==> src/rtl/vfd_scanout.sv <==
// VFD frame scanout: walks 640x480@60 timing, fetches RGB332 pixels from VRAM and
// emits RGB888 with syncs, blanks and DE aligned to the VRAM read latency.
module vfd_scanout #(
  parameter int unsigned H_ACTIVE = 640,
  parameter int unsigned H_FP     = 16,
  parameter int unsigned H_SYNC   = 96,
  parameter int unsigned H_BP     = 48,
  parameter int unsigned V_ACTIVE = 480,
  parameter int unsigned V_FP     = 10,
  parameter int unsigned V_SYNC   = 2,
  parameter int unsigned V_BP     = 33,
  parameter int unsigned RAM_LAT  = 1
) (
  input  logic        clk,
  input  logic        reset,
  input  logic        ce_pix,
  output logic [18:0] vram_addr,
  output logic        vram_rd,
  input  logic [7:0]  vram_din,
  output logic [7:0]  R,
  output logic [7:0]  G,
  output logic [7:0]  B,
  output logic        HS,
  output logic        VS,
  output logic        HBlank,
  output logic        VBlank,
  output logic        DE
);

  localparam int unsigned H_TOTAL = H_ACTIVE + H_FP + H_SYNC + H_BP;
  localparam int unsigned V_TOTAL = V_ACTIVE + V_FP + V_SYNC + V_BP;
  localparam int unsigned HCW     = $clog2(H_TOTAL);
  localparam int unsigned VCW     = $clog2(V_TOTAL);

  localparam logic [HCW-1:0] HActive    = HCW'(H_ACTIVE);
  localparam logic [HCW-1:0] HSyncStart = HCW'(H_ACTIVE + H_FP);
  localparam logic [HCW-1:0] HSyncEnd   = HCW'(H_ACTIVE + H_FP + H_SYNC);
  localparam logic [HCW-1:0] HLast      = HCW'(H_TOTAL - 1);
  localparam logic [VCW-1:0] VActive    = VCW'(V_ACTIVE);
  localparam logic [VCW-1:0] VSyncStart = VCW'(V_ACTIVE + V_FP);
  localparam logic [VCW-1:0] VSyncEnd   = VCW'(V_ACTIVE + V_FP + V_SYNC);
  localparam logic [VCW-1:0] VLast      = VCW'(V_TOTAL - 1);

  // Pipeline flag bits: {active, hs_n, vs_n, hblank, vblank}; idle is blanked, syncs high.
  localparam logic [4:0] PipeIdle = 5'b01111;

  logic [HCW-1:0] hc_q;
  logic [VCW-1:0] vc_q;
  logic [18:0]    addr_cnt_q;
  logic           rd_q;
  logic           h_act, v_act, active, h_last, v_last;
  logic [4:0]     stage0;
  logic [4:0]     pipe_q [RAM_LAT+1];
  logic [4:0]     tail;

  // Stage 0: region and sync flags decoded from the raw counters.
  always_comb begin
    h_act  = hc_q < HActive;
    v_act  = vc_q < VActive;
    active = h_act && v_act;
    h_last = hc_q == HLast;
    v_last = vc_q == VLast;
    stage0 = {active,
              ~((hc_q >= HSyncStart) && (hc_q < HSyncEnd)),
              ~((vc_q >= VSyncStart) && (vc_q < VSyncEnd)),
              ~h_act,
              ~v_act};
    tail   = pipe_q[RAM_LAT];
  end

  // Horizontal / vertical raster counters.
  always_ff @(posedge clk) begin
    if (reset) begin
      hc_q <= '0;
      vc_q <= '0;
    end else if (ce_pix) begin
      if (h_last) begin
        hc_q <= '0;
        vc_q <= v_last ? '0 : vc_q + 1'b1;
      end else begin
        hc_q <= hc_q + 1'b1;
      end
    end
  end

  // Linear address counter replaces line*H_ACTIVE+column; restarts at every frame end.
  always_ff @(posedge clk) begin
    if (reset) begin
      addr_cnt_q <= '0;
      vram_addr  <= '0;
      rd_q       <= 1'b0;
    end else if (ce_pix) begin
      rd_q <= active;
      if (active) begin
        vram_addr  <= addr_cnt_q;
        addr_cnt_q <= addr_cnt_q + 19'd1;
      end
      if (h_last && v_last) addr_cnt_q <= '0;
    end
  end

  // Strobe only on ce ticks so the RAM sees exactly one request per fetched pixel.
  assign vram_rd = rd_q & ce_pix;

  // Delay the timing flags so they meet the pixel data coming back from VRAM.
  always_ff @(posedge clk) begin
    if (reset) begin
      for (int unsigned i = 0; i <= RAM_LAT; i++) pipe_q[i] <= PipeIdle;
    end else if (ce_pix) begin
      pipe_q[0] <= stage0;
      for (int unsigned i = 1; i <= RAM_LAT; i++) pipe_q[i] <= pipe_q[i-1];
    end
  end

  // Output register: colour expansion and timing outputs update on the capture tick.
  always_ff @(posedge clk) begin
    if (reset) begin
      R      <= '0;
      G      <= '0;
      B      <= '0;
      HS     <= 1'b1;
      VS     <= 1'b1;
      HBlank <= 1'b1;
      VBlank <= 1'b1;
      DE     <= 1'b0;
    end else if (ce_pix) begin
      DE     <= tail[4];
      HS     <= tail[3];
      VS     <= tail[2];
      HBlank <= tail[1];
      VBlank <= tail[0];
      if (tail[4]) begin
        R <= {vram_din[7:5], vram_din[7:5], vram_din[7:6]};
        G <= {vram_din[4:2], vram_din[4:2], vram_din[4:3]};
        B <= {4{vram_din[1:0]}};
      end else begin
        R <= '0;
        G <= '0;
        B <= '0;
      end
    end
  end

endmodule
==> config.mk <==
export PLATFORM = sky130hd
export DESIGN_NAME = vfd_scanout
export DESIGN_NICKNAME = d
export VERILOG_FILES = /design/src/rtl/vfd_scanout.sv
export SDC_FILE = /design/constraint.sdc
export NUM_CORES = 1
export LEC_CHECK = 0
export CORE_MARGIN = 10
export CORE_UTILIZATION = 30
export CTS_CLUSTER_SIZE = 10
export DETAILED_ROUTE_END_ITERATION = 12
export PLACE_DENSITY = 0.56
export SYNTH_ARGS = -nofsm -noshare
export SYNTH_HDL_FRONTEND = slang
export SYNTH_SLANG_ARGS = --single-unit
==> constraint.sdc <==
create_clock -name clk -period 2.4 [get_ports clk]
set_clock_uncertainty 0.15 [all_clocks]
set_input_delay 0.24 -clock clk [delete_from_list [all_inputs] [get_ports clk]]
set_output_delay 0.24 -clock clk [all_outputs]
set_load 0.05 [all_outputs]
# [After elaboration in Yosys (flattened, before gate mapping)]
# Memories as Yosys holds them, arrays and structs flattened.
# Index checks and enable logic that the tools add are counted.
[totals] reg_bits=88 ram_bits=10 input_bits=11 out_inout_bits=49 elab_cells=54 mem_count=1
[memory_table] memory="pipe_q" depth=2 word_bits=5 read_ports=2 rd_ports_with_merged_regs=0 wr=2 line_no="53" rtl="logic [4:0] pipe_q [RAM_LAT+1];"
[classes] n_addsub=3 magnitude_cmp=6 eq_ne=2 mux=14 bitwise_logic=7 reduce_logical=8
[op_table] operator="19-bit 2-to-1 mux" n=2
[op_table] operator="8-bit 2-to-1 mux" n=3
[op_table] operator="10-bit by 1-bit adder with 10-bit output, second input constant" n=2
[op_table] operator="10-bit == test, second input constant" n=2
[op_table] operator="10-bit less-than comparator, second input constant" n=2
[op_table] operator="10-bit by 9-bit less-than comparator with 1-bit output, second input constant" n=2
[op_table] operator="10-bit 2-to-1 mux" n=2
[op_table] operator="19-bit by 1-bit adder with 19-bit output, second input constant" n=1
[op_table] operator="10-bit >= comparator, second input constant" n=1
[op_table] operator="10-bit by 9-bit >= comparator with 1-bit output, second input constant" n=1
[op_table] operator="5-bit 2-to-1 mux" n=2
[op_table] operator="2-bit AND reduction" n=3
[op_table] operator="1-bit 2-to-1 mux" n=5
[op_table] operator="1-bit logical AND" n=4
[op_table] operator="1-bit inverter" n=4
[op_table] operator="1-bit OR" n=2
[op_table] operator="2-bit nonzero test" n=1
[op_table] operator="1-bit bitwise AND" n=1

# [Depth between registers and ports, before layout]
# Gate-level depths: netlist of the first run.
[logic_depth] word_depth=4 ltp_mapped=8 depth_no_buf=7

# [Least setup slack after synthesis of the first run]
# No wires, ideal clock.
[synth_timing] kind="flip-flop to flip-flop" start="register hc_q[0]" end="register addr_cnt_q[7]" setup_time_ns=0.086 t_arrival_ns=2.000 required_time_ns=2.164 setup_slack_ns=0.163 path_stages_with_launch=8 n_path_buf=1 period_less_slack_ns=2.237 cell_sequence="dfxtp_1 -> ha_1 -> nand4_1 -> or4_4 -> buf_6 -> o21a_1 -> or3_1 -> a221oi_2"
[synth_between] elab_chain_len=4 word_cells_on_any_way=7 classes_between="order compare: 1; eq/ne: 1; mux: 1; reduce/logical: 4"
[synth_lines] element="from (decl)" line_no="47" rtl="logic [HCW-1:0] hc_q;"
[synth_lines] element="from (signal assigned)" line_no="81" rtl="hc_q <= hc_q + 1'b1;"
[synth_lines] element="10-bit less-than comparator or 10-bit == test (tied branches)" line_no="58, 61"
[synth_lines] element="1-bit logical AND (on tied branches)" line_no="60, 98"
[synth_lines] element="2-bit nonzero test (no source line)"
[synth_lines] element="2-bit AND reduction (no source line)"
[synth_lines] element="to (signal assigned)" line_no="96" rtl="addr_cnt_q <= addr_cnt_q + 19'd1;"
[synth_lines] element="to (decl)" line_no="49" rtl="logic [18:0] addr_cnt_q;"
# Several ways; a longest one is shown, not always the timed one.
# A chain may end at the register's enable or synchronous reset.

# [Worst setup path after layout of the first run]
[layout_timing] start="register hc_q[1]" end="register addr_cnt_q[7]"
# The elaborated chain is that of the path after synthesis.

==> results.cfg, run 1 <==
[cts]
clock_latency_ns = 0.34
cts_buffers = 9
cts_tree = done
clkTransAtPathRegs_ns = 0.06
cts.sink_count = 82
cts_max_level = 3
cts_buffer_depth = 2
cts_hold_buf = 0
cts-root-buf = clkbuf_16

[place]
placedInstanceArea_um2 = 4280
place_congestion = 0.804
dpl.hpwl_mm = 5.93
portBuffers = 59

[logic_synthesis]
seq_area_frac_synth_pct = 49.4
ys.flop_type = dfxtp_1
yosysUniqueCellTypes = 46
synthTopCellsByCount = dfxtp_1 (72), nand2_1 (65), nor2_1 (42), a21oi_1 (34), buf_4 (16)
netlist_instances = 399
ys_warn_count = 0
synth_top_area_share_pct = 40.9
syn_avg_cell_area_um2 = 8.83
synth_edf_count = 10
async_flop_share_pct = 0
yosysMostFrequentCell = dfxtp_1
syn_nets = 415
syn-cell-area_um2 = 3520
yosys_register_bits = 82
yosys-top-cells-area = dfxtp_1 (41%), edfxtp_1 (8.5%), nand2_1 (6.9%), a21oi_1 (4.8%), nor2_1 (4.5%)
synth_largest_area_cell = dfxtp_1

[run_status]
status = completed

[floorplan]
dieArea_um2 = 16500
die_h_um = 128
start_util_pct = 30.7
ios = 60
design.core.area_um2 = 11500
fp.dieW_um = 128
rows = 39

[detailed_routing]
wire_per_inst_um = 13.6
avgViaCountPerCell = 4.90
antenna_left = 0
firstDrtPassIters = 4
drt_iter0_markers = 191
totalWireLength_mm = 8.26
drc = 0
num_vias = 2970

[power]
switching_share_pct = 23.8
p_per_area_nw_per_um2 = 637
power_mw = 2.91
clock_power_share_pct = 43.6
p_comb_share_pct = 7.5
ir_drop_mv = 0.279
switchingPower_uw = 693
intPower_mw = 2.22
power_leakage_nw = 1.56
seqPwrFrac_pct = 48.9

[sta]
rsz0062_at_grt = no
setup_viol = 0
tightest_slew_ns = 0.540
finalCriticalPeriod_ns = 2.26
drv_slew = 0
setup_tns_ns = 0
relSlewSlack_pct = 63.9
fin_crit_sh_pct = 94.2
finalHoldViolCount = 0
timing.fmax_mhz = 442

[final_layout]
finalInstanceArea_um2 = 4570
finalNetCount = 474
antenna_cells = 0
areaGrowthSynthToFinish_pct = 29.6
drive_above_1_share_pct = 9.94

[setup_path]
worstPathCellList = ha_1, nand4_1, or4_4, o21a_1, or3_1, a221oi_2
crit_type = register to register
cp.required_ns = 2.51
path_max_fanout = 5
cp_num_buf_inv = 0
crit_arrival_ns = 2.37
path_delay_family = simple AND/OR/NAND/NOR gates
cp_slowest_stage_delay_ns = 0.51
crit_path_start_kind = register
crit_path_top_delay_cell = or4_4
end_kind = register

[min_path]
hold_class = register to register

[grt]
grtUsageTotal_pct = 10.4
overflow = 0
grt_max_degree = 29
grt_pass1_vias = 2819
grt_first_pass_wirelength_mm = 14.0
antenna_found_initial = 0

[job]
drv_cap = 0
==> layout by cell type, fill, tap and decap left out, types with 4 or more instances in the layout <==
cell type,n
nand2_1,65
dfxtp_1,72
ha_1,5
or3_1,9
a31oi_1,6
clkbuf_16,9
inv_1,8
nor2_1,42
mux2i_1,4
a211oi_1,6
edfxtp_1,10
clkdlybuf4s50_1,58
nand4_1,14
nor3_1,5
a22oi_1,9
o21ai_0,6
buf_4,22
nand3_1,11
xnor2_1,7
xor2_1,11
and3_1,6
a21oi_1,34
and2_1,4
==> kinds of logic after synthesis <==
family                   after synthesis  share of synthesized area (%)
XOR/XNOR                              18                           4.48
buffers and inverters                 43                           6.50
adder cells (fa/ha/maj)                5                           1.78
AND/OR/NAND/NOR                      174                           23.7
multiplexers                           4                           1.14
flip-flops                            82                           49.4
AO/OA/AOI/OAI                         73                           13.0
==> power by group through the flow <==
stage	Clock, mW	Sequential, mW	Combinational [mW]
3_3_place_gp	0	1.45	0.220
2_1_floorplan	0	1.48	0.114
5_1_grt	1.37	1.43	0.237
4_1_cts	1.31	1.42	0.222
6_report	1.27	1.42	0.218
3_5_place_dp	0	1.45	0.221
==> sequential cells by signal (all words and copies together), names as in the netlist <==
name / flops
R: 3
HBlank: 1
G: 3
hc_q: 10
rd_q: 1
VBlank: 1
B: 2
HS: 1
addr_cnt_q: 19
pipe_q: 10
vram_addr: 19
DE: 1
VS: 1
vc_q: 10
==> layer usage <==
layer / vias up / track usage, % / share of wire, %
met1: 1383 / 12.8 / 47
met3: 9 / 3.82 / 7.3
li1: 1505 / - / -
met5: - / 0 / 0
met2: 73 / 16.0 / 44
met4: 0 / 4.37 / 1.8
==> per-stage QoR <==
step | setup WS (ns) | hold WS (ns) | instances | util (%)
2_1_floorplan | 0.163 | 0.234 | 399 | -
3_3_place_gp | 0.0717 | 0.281 | 589 | 37.4
3_5_place_dp | 0.0587 | 0.287 | 589 | 37.4
4_1_cts | 0.131 | 0.305 | 605 | 39.7
5_1_grt | 0.00173 | 0.327 | 606 | 39.8
6_report | 0.139 | 0.302 | 606 | 39.8
==> what timing repair did <==
action / in CTS / in global routing
buffers inserted: 0 / 1
setup endpoints to repair: 0 / 3
gates resized for setup: 0 / 0
==> worst paths after layout <==
kind                   startpoint                          to  slack (ns)  depth (start not counted)
min             rd_q$_SDFFE_PP0P_           rd_q$_SDFFE_PP0P_        0.30                          1
max reg2reg  hc_q[1]$_SDFFE_PP0P_  addr_cnt_q[7]$_SDFFE_PP0P_        0.14                          6
min reg2reg     rd_q$_SDFFE_PP0P_           rd_q$_SDFFE_PP0P_        0.30                          1
max          hc_q[1]$_SDFFE_PP0P_  addr_cnt_q[7]$_SDFFE_PP0P_        0.14                          6
==> area by class of cell <==
| type | count | area [um^2] |
|---|---|---|
| timing repair buffer | 82 | 786 |
| fill | 1144 | 6900 |
| multi-input combinational | 274 | 1550 |
| inverter | 9 | 33.8 |
| sequential | 82 | 1740 |
| clock inverter | 5 | 31.3 |
| clock buffer | 11 | 243 |
| tap | 143 | 179 |
(Power assumes the default switching activity.)
==> run 2: changes to the inputs <==
--- a/config.mk
+++ b/config.mk
@@ -9,7 +9,8 @@
 export CORE_UTILIZATION = 30
 export CTS_CLUSTER_SIZE = 10
 export DETAILED_ROUTE_END_ITERATION = 12
-export PLACE_DENSITY = 0.56
+export PLACE_DENSITY_LB_ADDON = 0.25
+export REMOVE_ABC_BUFFERS = 1
 export SYNTH_ARGS = -nofsm -noshare
 export SYNTH_HDL_FRONTEND = slang
 export SYNTH_SLANG_ARGS = --single-unit
==> run 2 against run 1 <==
  * Fmax rose by 0.59%
  * Cell area fell by 0.66%
  * Highest routed layer unchanged
  * Largest cell class unchanged
  * Via count fell by 3.8%
  * Critical endpoint unchanged
==> results.cfg, run 2 (synthesis results as in run 1) <==
[sta]
fin_ws_ns = 0.153
fin_crit_sh_pct = 93.6
finalHoldViolCount = 0
tightest_slew_ns = 0.528
setup_tns_ns = 0
timing.fmax_mhz = 445
finalCriticalPeriod_ns = 2.25
drv_slew = 0
relSlewSlack_pct = 64.7
setup_viol = 0
rsz0062_at_grt = no

[place]
place_ws_ns = -0.0287
placedCellCount = 582
portBuffers = 59
place_congestion = 0.779
dpl.hpwl_mm = 5.76

[detailed_routing]
drc = 0
wire_per_inst_um = 13.7
firstDrtPassIters = 4
antenna_left = 0
avgViaCountPerCell = 4.79
drt_iter0_markers = 135
totalWireLength_mm = 8.21
num_vias = 2857

[final_layout]
top_regs = addr_cnt_q: 19 flops, vram_addr: 19 flops
layout_common_cells = dfxtp_1 (72), nand2_1 (65), clkdlybuf4s50_1 (57)
finalNetCount = 466
stdcell_count = 597
multi_input_area_um2 = 1560
antenna_cells = 0
areaGrowthSynthToFinish_pct = 28.8
drive_above_1_share_pct = 8.37
nFillCells = 1152
final-seq-area_um2 = 1740
final_common_cell = dfxtp_1

[run_status]
status = completed

[cts]
cts-root-buf = clkbuf_16
post-cts-setup-buffer-count = 0
cts_hold_buf = 0
cts_buffers = 9
cts_max_level = 3
clock_latency_ns = 0.33
cts_tree = done
cts.sink_count = 82
clkTransAtPathRegs_ns = 0.06
cts_buffer_depth = 2
post_cts_resize_count = 0

[setup_path]
crit_path_start_kind = register
crit_arrival_ns = 2.35
path_max_fanout = 5
cp.required_ns = 2.50
crit_type = register to register
rrSetupSlack_ns = 0.15
worstReg2RegStart = hc_q[1]$_SDFFE_PP0P_
crit_start = hc_q[1]$_SDFFE_PP0P_
end_kind = register

[power]
switchingPower_uw = 667
intPower_mw = 2.24
power_leakage_nw = 1.54
ir_drop_mv = 0.349
p_comb_share_pct = 7.4
switching_share_pct = 22.9
clock_power_share_pct = 43.5
p_per_area_nw_per_um2 = 641
seqPwrFrac_pct = 49.1

[floorplan]
ios = 60
dieArea_um2 = 16500
die_h_um = 128
start_util_pct = 30.7
design.core.area_um2 = 11500
fp.dieW_um = 128
rows = 39

[min_path]
min-delay-start = reset
hold_class = primary input to register

[grt]
grt_first_pass_wirelength_mm = 13.6
grt_max_degree = 39
grt_pass1_vias = 2704
antenna_found_initial = 0
grtUsageTotal_pct = 10.1
overflow = 0

[job]
drv_cap = 0
-- run 2: cell types whose count changed in the layout (fill, tap and decap cells not counted), sizes merged --
| cell | previous run | this run |
|---|---|---|
| inv | 9 | 10 |
| clkdlybuf4s50 | 58 | 57 |
| clkinv | 4 | 1 |
| clkbuf | 11 | 13 |
| clkinvlp | 1 | 0 |
| buf | 24 | 17 |
-- run 2: metrics by stage --
step / hold WS [ns] / area, um^2 / power [mW] / utilization, %
after floorplan: 0.159 / 3330 / 1.56 / -
after global placement: 0.281 / 4250 / 1.67 / 37.1
after detailed placement: 0.291 / 4250 / 1.67 / 37.1
after CTS: 0.0785 / 4520 / 2.94 / 39.4
after global routing: 0.103 / 4540 / 3.02 / 39.6
final: 0.0805 / 4540 / 2.91 / 39.6
-- run 2: final cells by class --
class	instances	area share, %
clock buffers	13	5.74
clock inverters	2	0.248
inverters	9	0.745
multi-input cells	274	34.5
flip-flops and latches	82	38.4
well taps	143	3.94
repair buffers	74	16.4
-- run 2: path summary, 6_finish.rpt --
| kind | to | cells after the start |
|---|---|---|
| max reg2reg | addr_cnt_q[7]$_SDFFE_PP0P_ | 6 |
| max | addr_cnt_q[7]$_SDFFE_PP0P_ | 6 |
| min reg2reg | rd_q$_SDFFE_PP0P_ | 1 |
| min | vc_q[1]$_SDFFE_PP0P_ | 2 |
-- run 2: power groups by stage --
stage / clock network (mW) / registers, mW / logic [mW]
after floorplan: 0 / 1.50 / 0.0627
after global placement: 0 / 1.45 / 0.216
after detailed placement: 0 / 1.45 / 0.217
after CTS: 1.30 / 1.42 / 0.218
after global routing: 1.36 / 1.43 / 0.232
final: 1.26 / 1.43 / 0.215
-- run 2: critical path, cell delays in order (launching register included) --
cell      delay [ns]
dfxtp_1         0.40
ha_4            0.17
nand4_1         0.14
or4_4           0.52
o21a_1          0.25
or3_1           0.34
a221oi_2        0.20
-- run 2: routing by layer --
metal | up-vias | share of wire, % | wire [um] | track usage (%)
li1 | 1484 | - | - | -
met1 | 1309 | 48 | 3900 | 12.8
met2 | 55 | 45 | 3710 | 15.3
met3 | 9 | 5.7 | 469 | 3.45
met4 | 0 | 1.5 | 127 | 4.37
met5 | - | 0 | 0 | 0
==> run 3: changes to the inputs <==
--- a/config.mk
+++ b/config.mk
@@ -6,7 +6,7 @@
 export NUM_CORES = 1
 export LEC_CHECK = 0
 export CORE_MARGIN = 10
-export CORE_UTILIZATION = 30
+export CORE_UTILIZATION = 47
 export CTS_CLUSTER_SIZE = 10
 export DETAILED_ROUTE_END_ITERATION = 12
 export PLACE_DENSITY_LB_ADDON = 0.25
==> run 3 against run 2 <==
  * Largest cell class unchanged
  * Clock power is 26% lower
  * Sequential power about the same
  * Power down 12%
  * Sequential cell count did not move
==> results.cfg, run 3 (synthesis results as in run 1) <==
[setup_path]
path_delay_family = simple AND/OR/NAND/NOR gates
crit_arrival_ns = 2.36
crit_path_start_kind = register
worstPathCellList = ha_2, nand4_1, or4_4, o21a_2, or3_1, a221oi_2
cp_slowest_stage_delay_ns = 0.51
rrSetupSlack_ns = 0.16
crit_type = register to register
cp_num_buf_inv = 0
path_max_fanout = 6
cp.required_ns = 2.52
cp_num_cells = 6
end_kind = register
r2r_cells = 6
crit_path_top_delay_cell = or4_4

[floorplan]
start_util_pct = 48.6
design.core.area_um2 = 7250
dieArea_um2 = 11400
rows = 31
fp.dieW_um = 107
ios = 60
die_h_um = 107

[grt]
globalRoute.busiestLayer = met2
antenna_found_initial = 0
overflow = 0
grt_first_pass_wirelength_mm = 12.9
grt_pass1_vias = 2684
grt_max_degree = 40
use_met2_pct = 20.1
grtUsageTotal_pct = 13.8
use_met3_pct = 4.89
grt_use_met1_pct = 18.0

[job]
drv_cap = 0

[final_layout]
nFillCells = 668
stdcell_count = 560
final_common_cell = dfxtp_1
layout_common_cells = dfxtp_1 (72), nand2_1 (65), clkdlybuf4s50_1 (58)
finalNetCount = 472
areaGrowthSynthToFinish_pct = 25.5
antenna_cells = 0
utilization_pct = 61.0
top_regs = addr_cnt_q: 19 flops, vram_addr: 19 flops
drive_above_1_share_pct = 9.54

[place]
place_congestion = 0.833
portBuffers = 59
place_ws_ns = -0.0167
dpl.hpwl_mm = 5.63
placedCellCount = 543

[cts]
cts-root-buf = clkbuf_8
cts_buffer_depth = 2
cts.sink_count = 82
cts_max_level = 3
cts_buffers = 9
cts_tree = done
clock_latency_ns = 0.35
clkTransAtPathRegs_ns = 0.08

[sta]
fin_crit_sh_pct = 93.2
tightest_slew_ns = 0.523
timing.fmax_mhz = 447
fin_ws_ns = 0.164
rsz0062_at_grt = no
finalCriticalPeriod_ns = 2.24
setup_viol = 0
relSlewSlack_pct = 65.0
drv_slew = 0
finalHoldViolCount = 0

[detailed_routing]
totalWireLength_mm = 7.80
wire_per_inst_um = 13.9
avgViaCountPerCell = 5.19
antenna_left = 0
drt_iter0_markers = 143
drc = 0
firstDrtPassIters = 4
num_vias = 2904

[power]
ir_drop_mv = 0.394
power_leakage_nw = 1.52
power_mw = 2.57
p_per_area_nw_per_um2 = 581

[run_status]
status = completed

[min_path]
hold_class = register to register
hold_depth = 2
==> run 3: worst reg2reg max path, delay by kind of cell, from the launching register on <==
kind / cells / cell delay (ns)
simple gates: 3 / 0.97
compound gates: 2 / 0.47
fa+ha+maj: 1 / 0.22
flops: 1 / 0.36
==> run 3: what timing repair did <==
item	CTS	global route
hold buffers	0	0
setup buffers	0	1
resized for setup	0	2
endpoints found under the setup margin	0	1
==> run 3: layer usage <==
| layer | vias to the layer above | wire length (um) |
|---|---|---|
| li1 | 1495 | - |
| met1 | 1318 | 3790 |
| met2 | 83 | 3360 |
| met3 | 8 | 533 |
| met4 | 0 | 118 |
| met5 | - | 0 |
==> run 3: worst paths after layout <==
| kind | startpoint | endpoint |
|---|---|---|
| min reg2reg | vram_addr[9]$_SDFFE_PP0P_ | vram_addr[9]$_SDFFE_PP0P_ |
| max reg2reg | hc_q[1]$_SDFFE_PP0P_ | addr_cnt_q[7]$_SDFFE_PP0P_ |
| max | hc_q[1]$_SDFFE_PP0P_ | addr_cnt_q[7]$_SDFFE_PP0P_ |
| min | vram_addr[9]$_SDFFE_PP0P_ | vram_addr[9]$_SDFFE_PP0P_ |
==> run 3: where the power goes <==
group / switching (mW) / internal (mW)
registers: 0.0128 / 1.41
logic: 0.135 / 0.0817
clock network: 0.464 / 0.466
==> run 3: area by class of cell <==
type	count	area (um^2)	share of cell area [%]
Tap cell	99	124	2.80
Clock inverter	2	10.0	0.226
Timing Repair Buffer	80	783	17.7
Clock buffer	14	174	3.93
Multi-Input combinational cell	274	1560	35.2
Inverter	9	33.8	0.764
Sequential cell	82	1740	39.4
==> run 3: per-stage QoR <==
step | setup TNS [ns] | instance area (um^2) | hold slack (ns)
floorplan | -0.0277 | 3330 | 0.159
global placement | 0 | 4230 | 0.280
detailed placement | -0.0167 | 4230 | 0.288
CTS | 0 | 4410 | 0.306
global route | 0 | 4420 | 0.323
finish | 0 | 4420 | 0.304
